<file path="src/rtl/mem_arb_pkg.sv">
// Shared types and widths for the unified-RAM port arbiter and its latency timer.
package mem_arb_pkg;

    typedef enum logic [1:0] {IDLE, ISSUE, WAIT, DONE} arb_state_e;
    typedef enum logic {OWN_IF, OWN_MEM} arb_owner_e;

    localparam int unsigned STAT_W = 16;
    localparam int unsigned LAT_W  = 4;

    function automatic logic [STAT_W-1:0] sat_inc(input logic [STAT_W-1:0] v, input logic en);
        return (en && (v != '1)) ? v + STAT_W'(1) : v;
    endfunction

endpackage

</file>
<file path="src/rtl/mem_port_arbiter_if.sv">
// Request/response and RAM bus of mem_port_arbiter. The stat counter outputs
// exist only when ARB_STATS_EN is defined.
interface mem_port_arbiter_if
    import mem_arb_pkg::*;
#(
    parameter int unsigned ADDR_W = 32,
    parameter int unsigned DATA_W = 32
);
    logic              if_req;
    logic [ADDR_W-1:0] if_addr;
    logic              if_gnt;
    logic              if_valid;
    logic [DATA_W-1:0] if_rdata;

    logic              mem_req;
    logic              mem_we;
    logic [ADDR_W-1:0] mem_addr;
    logic [DATA_W-1:0] mem_wdata;
    logic              mem_gnt;
    logic              mem_valid;
    logic [DATA_W-1:0] mem_rdata;

    logic              ram_en;
    logic              ram_we;
    logic [ADDR_W-1:0] ram_addr;
    logic [DATA_W-1:0] ram_wdata;
    logic [DATA_W-1:0] ram_rdata;

    logic              pipe_stall;
`ifdef ARB_STATS_EN
    logic [STAT_W-1:0] stat_if_gnt;
    logic [STAT_W-1:0] stat_mem_gnt;
    logic [STAT_W-1:0] stat_conflict;
`endif

    // Arbiter side.
    modport slave (
        input  if_req, if_addr, mem_req, mem_we, mem_addr, mem_wdata, ram_rdata,
        output if_gnt, if_valid, if_rdata, mem_gnt, mem_valid, mem_rdata,
        output ram_en, ram_we, ram_addr, ram_wdata, pipe_stall
`ifdef ARB_STATS_EN
        , output stat_if_gnt, stat_mem_gnt, stat_conflict
`endif
    );

    // Pipeline and RAM side.
    modport master (
        output if_req, if_addr, mem_req, mem_we, mem_addr, mem_wdata, ram_rdata,
        input  if_gnt, if_valid, if_rdata, mem_gnt, mem_valid, mem_rdata,
        input  ram_en, ram_we, ram_addr, ram_wdata, pipe_stall
`ifdef ARB_STATS_EN
        , input stat_if_gnt, stat_mem_gnt, stat_conflict
`endif
    );

endinterface

</file>
<file path="src/rtl/arb_lat_timer.sv">
// Loadable down-counter; done is high while the count is 1, i.e. load_val
// cycles after the load edge.
module arb_lat_timer #(
    parameter int unsigned W = 4
) (
    input  logic         clk,
    input  logic         rst,
    input  logic         load,
    input  logic [W-1:0] load_val,
    output logic         done
);
    logic [W-1:0] cnt_q, cnt_d;

    always_comb begin
        cnt_d = cnt_q;
        if (load) begin
            cnt_d = load_val;
        end else if (cnt_q != '0) begin
            cnt_d = cnt_q - W'(1);
        end
    end

    always_ff @(posedge clk) begin
        if (!rst) begin
            cnt_q <= '0;
        end else begin
            cnt_q <= cnt_d;
        end
    end

    assign done = (cnt_q == W'(1));

endmodule

</file>
<file path="src/rtl/mem_port_arbiter.sv">
// Single-port RAM arbiter between IF and MEM: MEM has priority, a starvation
// counter forces IF through. Optional stat counters behind ARB_STATS_EN.
module mem_port_arbiter
    import mem_arb_pkg::*;
#(
    parameter int unsigned ADDR_W     = 32,
    parameter int unsigned DATA_W     = 32,
    parameter int unsigned MEM_LAT    = 2,
    parameter int unsigned STARVE_MAX = 3
) (
    input logic               clk,
    input logic               rst,
    mem_port_arbiter_if.slave bus
);
    arb_state_e        state_q, state_d;
    arb_owner_e        owner_q, owner_d;
    logic [ADDR_W-1:0] addr_q, addr_d;
    logic [DATA_W-1:0] wdata_q, wdata_d;
    logic              we_q, we_d;
    logic [DATA_W-1:0] if_rdata_q, if_rdata_d;
    logic [DATA_W-1:0] mem_rdata_q, mem_rdata_d;
    logic [LAT_W-1:0]  starve_q, starve_d;
    logic              arb_en, grant, pick_if, lat_done;

    arb_lat_timer #(.W(LAT_W)) u_lat_timer (
        .clk      (clk),
        .rst      (rst),
        .load     (state_q == ISSUE),
        .load_val (LAT_W'(MEM_LAT)),
        .done     (lat_done)
    );

    always_comb begin
        arb_en      = (state_q == IDLE) || (state_q == DONE);
        grant       = arb_en && (bus.if_req || bus.mem_req);
        pick_if     = bus.if_req && (!bus.mem_req || (starve_q == LAT_W'(STARVE_MAX)));
        state_d     = state_q;
        owner_d     = owner_q;
        addr_d      = addr_q;
        wdata_d     = wdata_q;
        we_d        = we_q;
        starve_d    = starve_q;
        if_rdata_d  = if_rdata_q;
        mem_rdata_d = mem_rdata_q;

        unique case (state_q)
            IDLE, DONE: state_d = grant ? ISSUE : IDLE;
            ISSUE:      state_d = WAIT;
            WAIT:       if (lat_done) state_d = DONE;
            default:    state_d = IDLE;
        endcase

        if (grant) begin
            if (pick_if) begin
                owner_d  = OWN_IF;
                addr_d   = bus.if_addr;
                we_d     = 1'b0;
                starve_d = '0;
            end else begin
                owner_d = OWN_MEM;
                addr_d  = bus.mem_addr;
                wdata_d = bus.mem_wdata;
                we_d    = bus.mem_we;
                if (!bus.if_req) begin
                    starve_d = '0;
                end else if (starve_q != LAT_W'(STARVE_MAX)) begin
                    starve_d = starve_q + LAT_W'(1);
                end
            end
        end

        // ram_rdata is valid in the last WAIT cycle; stores leave mem_rdata alone.
        if ((state_q == WAIT) && lat_done) begin
            if (owner_q == OWN_IF) begin
                if_rdata_d = bus.ram_rdata;
            end else if (!we_q) begin
                mem_rdata_d = bus.ram_rdata;
            end
        end
    end

    always_ff @(posedge clk) begin
        if (!rst) begin
            state_q     <= IDLE;
            owner_q     <= OWN_IF;
            addr_q      <= '0;
            wdata_q     <= '0;
            we_q        <= 1'b0;
            starve_q    <= '0;
            if_rdata_q  <= '0;
            mem_rdata_q <= '0;
        end else begin
            state_q     <= state_d;
            owner_q     <= owner_d;
            addr_q      <= addr_d;
            wdata_q     <= wdata_d;
            we_q        <= we_d;
            starve_q    <= starve_d;
            if_rdata_q  <= if_rdata_d;
            mem_rdata_q <= mem_rdata_d;
        end
    end

    assign bus.ram_en     = (state_q == ISSUE);
    assign bus.ram_we     = (state_q == ISSUE) && we_q;
    assign bus.ram_addr   = addr_q;
    assign bus.ram_wdata  = wdata_q;
    assign bus.if_gnt     = (state_q == ISSUE) && (owner_q == OWN_IF);
    assign bus.mem_gnt    = (state_q == ISSUE) && (owner_q == OWN_MEM);
    assign bus.if_valid   = (state_q == DONE) && (owner_q == OWN_IF);
    assign bus.mem_valid  = (state_q == DONE) && (owner_q == OWN_MEM);
    assign bus.if_rdata   = if_rdata_q;
    assign bus.mem_rdata  = mem_rdata_q;
    assign bus.pipe_stall = (bus.if_req && !bus.if_valid) || (bus.mem_req && !bus.mem_valid);

`ifdef ARB_STATS_EN
    logic [STAT_W-1:0] stat_if_q, stat_mem_q, stat_conf_q;

    always_ff @(posedge clk) begin
        if (!rst) begin
            stat_if_q   <= '0;
            stat_mem_q  <= '0;
            stat_conf_q <= '0;
        end else begin
            stat_if_q   <= sat_inc(stat_if_q, grant && pick_if);
            stat_mem_q  <= sat_inc(stat_mem_q, grant && !pick_if);
            stat_conf_q <= sat_inc(stat_conf_q, arb_en && bus.if_req && bus.mem_req);
        end
    end

    assign bus.stat_if_gnt   = stat_if_q;
    assign bus.stat_mem_gnt  = stat_mem_q;
    assign bus.stat_conflict = stat_conf_q;
`endif

endmodule

</file>
<file path="src/flat_wrapper.sv">
// flat-port wrapper written by rule: the top's interface ports become plain ports
module mem_port_arbiter_flat import mem_arb_pkg::*;
#(
    parameter int unsigned ADDR_W     = 32,
    parameter int unsigned DATA_W     = 32,
    parameter int unsigned MEM_LAT    = 2,
    parameter int unsigned STARVE_MAX = 3
)
  (clk, rst, bus_if_req, bus_if_addr, bus_mem_req, bus_mem_we, bus_mem_addr, bus_mem_wdata, bus_ram_rdata, bus_if_gnt, bus_if_valid, bus_if_rdata, bus_mem_gnt, bus_mem_valid, bus_mem_rdata, bus_ram_en, bus_ram_we, bus_ram_addr, bus_ram_wdata, bus_pipe_stall);
  mem_port_arbiter_if #(.ADDR_W(ADDR_W), .DATA_W(DATA_W)) bus_i ();
  input logic clk;
  input logic rst;
  input wire logic [$bits(bus_i.if_req)-1:0] bus_if_req;
  input wire logic [$bits(bus_i.if_addr)-1:0] bus_if_addr;
  input wire logic [$bits(bus_i.mem_req)-1:0] bus_mem_req;
  input wire logic [$bits(bus_i.mem_we)-1:0] bus_mem_we;
  input wire logic [$bits(bus_i.mem_addr)-1:0] bus_mem_addr;
  input wire logic [$bits(bus_i.mem_wdata)-1:0] bus_mem_wdata;
  input wire logic [$bits(bus_i.ram_rdata)-1:0] bus_ram_rdata;
  output wire logic [$bits(bus_i.if_gnt)-1:0] bus_if_gnt;
  output wire logic [$bits(bus_i.if_valid)-1:0] bus_if_valid;
  output wire logic [$bits(bus_i.if_rdata)-1:0] bus_if_rdata;
  output wire logic [$bits(bus_i.mem_gnt)-1:0] bus_mem_gnt;
  output wire logic [$bits(bus_i.mem_valid)-1:0] bus_mem_valid;
  output wire logic [$bits(bus_i.mem_rdata)-1:0] bus_mem_rdata;
  output wire logic [$bits(bus_i.ram_en)-1:0] bus_ram_en;
  output wire logic [$bits(bus_i.ram_we)-1:0] bus_ram_we;
  output wire logic [$bits(bus_i.ram_addr)-1:0] bus_ram_addr;
  output wire logic [$bits(bus_i.ram_wdata)-1:0] bus_ram_wdata;
  output wire logic [$bits(bus_i.pipe_stall)-1:0] bus_pipe_stall;
  assign bus_i.if_req = bus_if_req;
  assign bus_i.if_addr = bus_if_addr;
  assign bus_i.mem_req = bus_mem_req;
  assign bus_i.mem_we = bus_mem_we;
  assign bus_i.mem_addr = bus_mem_addr;
  assign bus_i.mem_wdata = bus_mem_wdata;
  assign bus_i.ram_rdata = bus_ram_rdata;
  assign bus_if_gnt = bus_i.if_gnt;
  assign bus_if_valid = bus_i.if_valid;
  assign bus_if_rdata = bus_i.if_rdata;
  assign bus_mem_gnt = bus_i.mem_gnt;
  assign bus_mem_valid = bus_i.mem_valid;
  assign bus_mem_rdata = bus_i.mem_rdata;
  assign bus_ram_en = bus_i.ram_en;
  assign bus_ram_we = bus_i.ram_we;
  assign bus_ram_addr = bus_i.ram_addr;
  assign bus_ram_wdata = bus_i.ram_wdata;
  assign bus_pipe_stall = bus_i.pipe_stall;
  mem_port_arbiter #(.ADDR_W(ADDR_W), .DATA_W(DATA_W), .MEM_LAT(MEM_LAT), .STARVE_MAX(STARVE_MAX)) u_core (.clk(clk), .rst(rst), .bus(bus_i));
endmodule
</file>
<file path="config.mk">
export PLATFORM = sky130hd
export DESIGN_NAME = mem_port_arbiter_flat
export DESIGN_NICKNAME = d
export VERILOG_FILES = /design/src/rtl/mem_arb_pkg.sv /design/src/rtl/mem_port_arbiter_if.sv /design/src/rtl/arb_lat_timer.sv /design/src/rtl/mem_port_arbiter.sv /design/src/flat_wrapper.sv
export SDC_FILE = /design/constraint.sdc
export NUM_CORES = 1
export LEC_CHECK = 0
export BUFFER_PORTS_ARGS = -buffer_cell sky130_fd_sc_hd__buf_2
export CAP_MARGIN = 20
export CELL_PAD_IN_SITES_DETAIL_PLACEMENT = 1
export CELL_PAD_IN_SITES_GLOBAL_PLACEMENT = 1
export CORE_MARGIN = 1
export CORE_UTILIZATION = 25
export DETAILED_ROUTE_END_ITERATION = 12
export GPL_TIMING_DRIVEN = 1
export HOLD_SLACK_MARGIN = 0.1
export MAX_ROUTING_LAYER = met4
export PLACE_DENSITY = 0.68
export SYNTH_ARGS = -nofsm -noshare
export SYNTH_HDL_FRONTEND = slang
export SYNTH_SLANG_ARGS = --single-unit
</file>
<file path="constraint.sdc">
create_clock -name clk -period 1.9 [get_ports clk]
set_input_delay 0.19 -clock clk [delete_from_list [all_inputs] [get_ports clk]]
set_output_delay 0.19 -clock clk [all_outputs]
set_load 0.02 [all_outputs]
</file>
==> metrics.txt <==
initial antenna violation count 0; RSZ-0062 raised after global routing no; Multi-input gate area 0.002776 mm^2; largest net degree at the start of global routing 96; commonest non-fill, non-tap cell in the layout buf_2; Critical R2R Launch u_core.state_q[0]; slew at the pin closest to its max-slew limit 0.5398 ns; cell area after synthesis 0.005887 mm^2; Num CTS Buffers 17; EDFF count, synth 0; Worst setup startpoint u_core.state_q[0]; required time worst endpoint 2.20 ns; Power Dens Cells 1159 mW/mm^2; Slew Limit Fails 0; detailed-route wire length per cell 15.80 um; register clock-pin slew on the reported worst setup and hold paths 0.07 ns; max_slew headroom 63.88%; Tightest Hold Check Type in -> reg; Setup crit start kind flop; CTS max path bufs 2; first-pass GRT wire length 32,290 um; Worst Clk Skew 0.02041 ns; Tmin final 1.725 ns; hold_sp bus_if_addr[19]; Std-Cell Core Area 0.02285 mm^2; n_diodes 0; Synth top area share 47.61%; Layout Cells excl Fill 1,328; crit path capture type flop; die area 0.02416 mm^2; drt first pass iters 4; ANT nets after route 0; register area 0.002803 mm^2; vias 6,029; DIE WIDTH 155.5 um; I/O pin cnt 268; Leak 4.372 nW; syn nets 782; Die Ht 155.5 um; vias in the first global route 6,414; Total Power 10.86 mW; FFs w/ async S/R, synth 0%; Synth area leaders dfxtp_1, mux2i_1, nand2_1; most frequent cells in the layout buf_2, nand2_1, dfxtp_1; placed cell count 1,185; FMAX 0.5796 GHz; peak supply drop 0.0005451 V; final setup violation count 0; Core Util, Final 40.99%; area leader, netlist dfxtp_1; sequential fraction of the synthesis area 47.61%; H-tree depth reported by CTS 4; Routed Wire Length 20,990 um; worst-path fanout max 31; grt total ovfl 0; initial core utilization 25.77%; final hold violations 0; drt drc 0; Synth warnings 0; final worst-path cycle share 90.81%; clk sink count 140; gr usage total 17.45%; row count 55; ys flop type dfxtp_1; Port Buffer Count 267; Vias/cell 4.540; RD Place Congestion 0.7555; Root Driver clkbuf_16; worst skew pair latency 0.43 ns; share of layout cells above drive strength 1 31.92%; number of distinct library cells after synthesis 37; status completed; Max Cap Violations 0; Nets 1,139; post-DP HPWL 12,930 um; #FFs+latches synth 140; Filler cells 2,703; CTS tree built; Worst EP arrival 2.03 ns; Setup Crit Path Kind reg -> reg; syn_area_per_cell 9.127 um^2; total negative slack 0 ns; Layout area overhead 59.06%; drt initial violations 230; Mapped Cells 645
logic make-up after synthesis:
group | share of synthesized area (%)
flip-flops | 47.61
AND/OR/NAND/NOR | 16.37
adder cells (fa/ha/maj) | 0.8502
buffers and inverters | 5.845
multiplexers | 16.32
AO/OA/AOI/OAI | 13.01
metal layers:
metal	vias up	GRT usage, %	wire, um
met4	0	5.322	325
met2	212	29.64	10070
met3	23	5.627	1372
li1	2942	-	-
met5	-	-	0
met1	2852	19.39	9219
final timing paths:
path | end | slack (ns) | cells past startpoint
setup reg to reg | u_core.bus.ram_addr[14] | 0.17 | 6
hold reg to reg | u_core.bus.ram_wdata[0] | 0.45 | 2
setup / recovery | u_core.bus.ram_addr[14] | 0.17 | 6
hold / removal | u_core.bus.ram_addr[19] | 0.11 | 3
state kept, by name, summed over array words and instances (netlist names):
name	count
u_core.bus.ram_addr	32
u_core.state_q	2
u_core.bus.mem_rdata	32
u_core.bus.ram_wdata	32
u_core.starve_q	4
u_core.we_q	1
u_core.bus.if_rdata	32
u_core.u_lat_timer.cnt_q	4
u_core.owner_q	1
worst max-delay path: stages (launching register included):
cell and delay, ns:
dfxtp_1 0.38, inv_1 0.09, ha_4 0.33, o21ai_4 0.17, buf_12 0.22, a211oi_1 0.29
a211oi_1 0.10
cells in the mapped netlist (3+ instances only):
master / instances
ha_1: 4
buf_2: 8
a21oi_1: 9
o21ai_0: 34
nand2_1: 166
nand2b_1: 3
dfxtp_1: 140
buf_6: 7
nand3b_1: 3
a211oi_1: 65
clkbuf_1: 34
nor3b_1: 3
nor3_1: 3
nor2b_1: 3
nor2_1: 34
inv_1: 5
buf_1: 3
mux2i_1: 96
buf_12: 3
repair_timing:
action / in CTS / in global routing
resized for setup: 0 / 4
setup buffers: 0 / 0
hold buffers: 111 / 0
hold endpoints to repair: 129 / 0
endpoints found under the setup margin: 0 / 14
where the power goes:
part / switching, mW / leakage (nW) / total (mW) / internal (mW)
clock: 1.51 / 0.314 / 3.66 / 2.14
combinational: 2.14 / 2.92 / 3.53 / 1.39
sequential: 0.263 / 1.14 / 3.67 / 3.41
final cells by class:
class	count	area share [%]
timing repair buffer	394	29.22
clock inverter	15	2.272
multi-input combinational	444	29.65
sequential	140	29.93
inverter	5	0.2004
clock buffer	17	4.543
tap	313	4.182
per-stage QoR:
stage,hold WS [ns],setup WS (ns),area [um^2]
after floorplan,0.3322,0.2579,5887
after global placement,0.4394,0.1282,7592
after detailed placement,0.4438,0.05614,7592
after CTS,0.1019,0.05069,9341
after global routing,0.1122,0.07611,9364
final,0.1132,0.1747,9364
No activity file was read; power rests on OpenSTA's default activity.
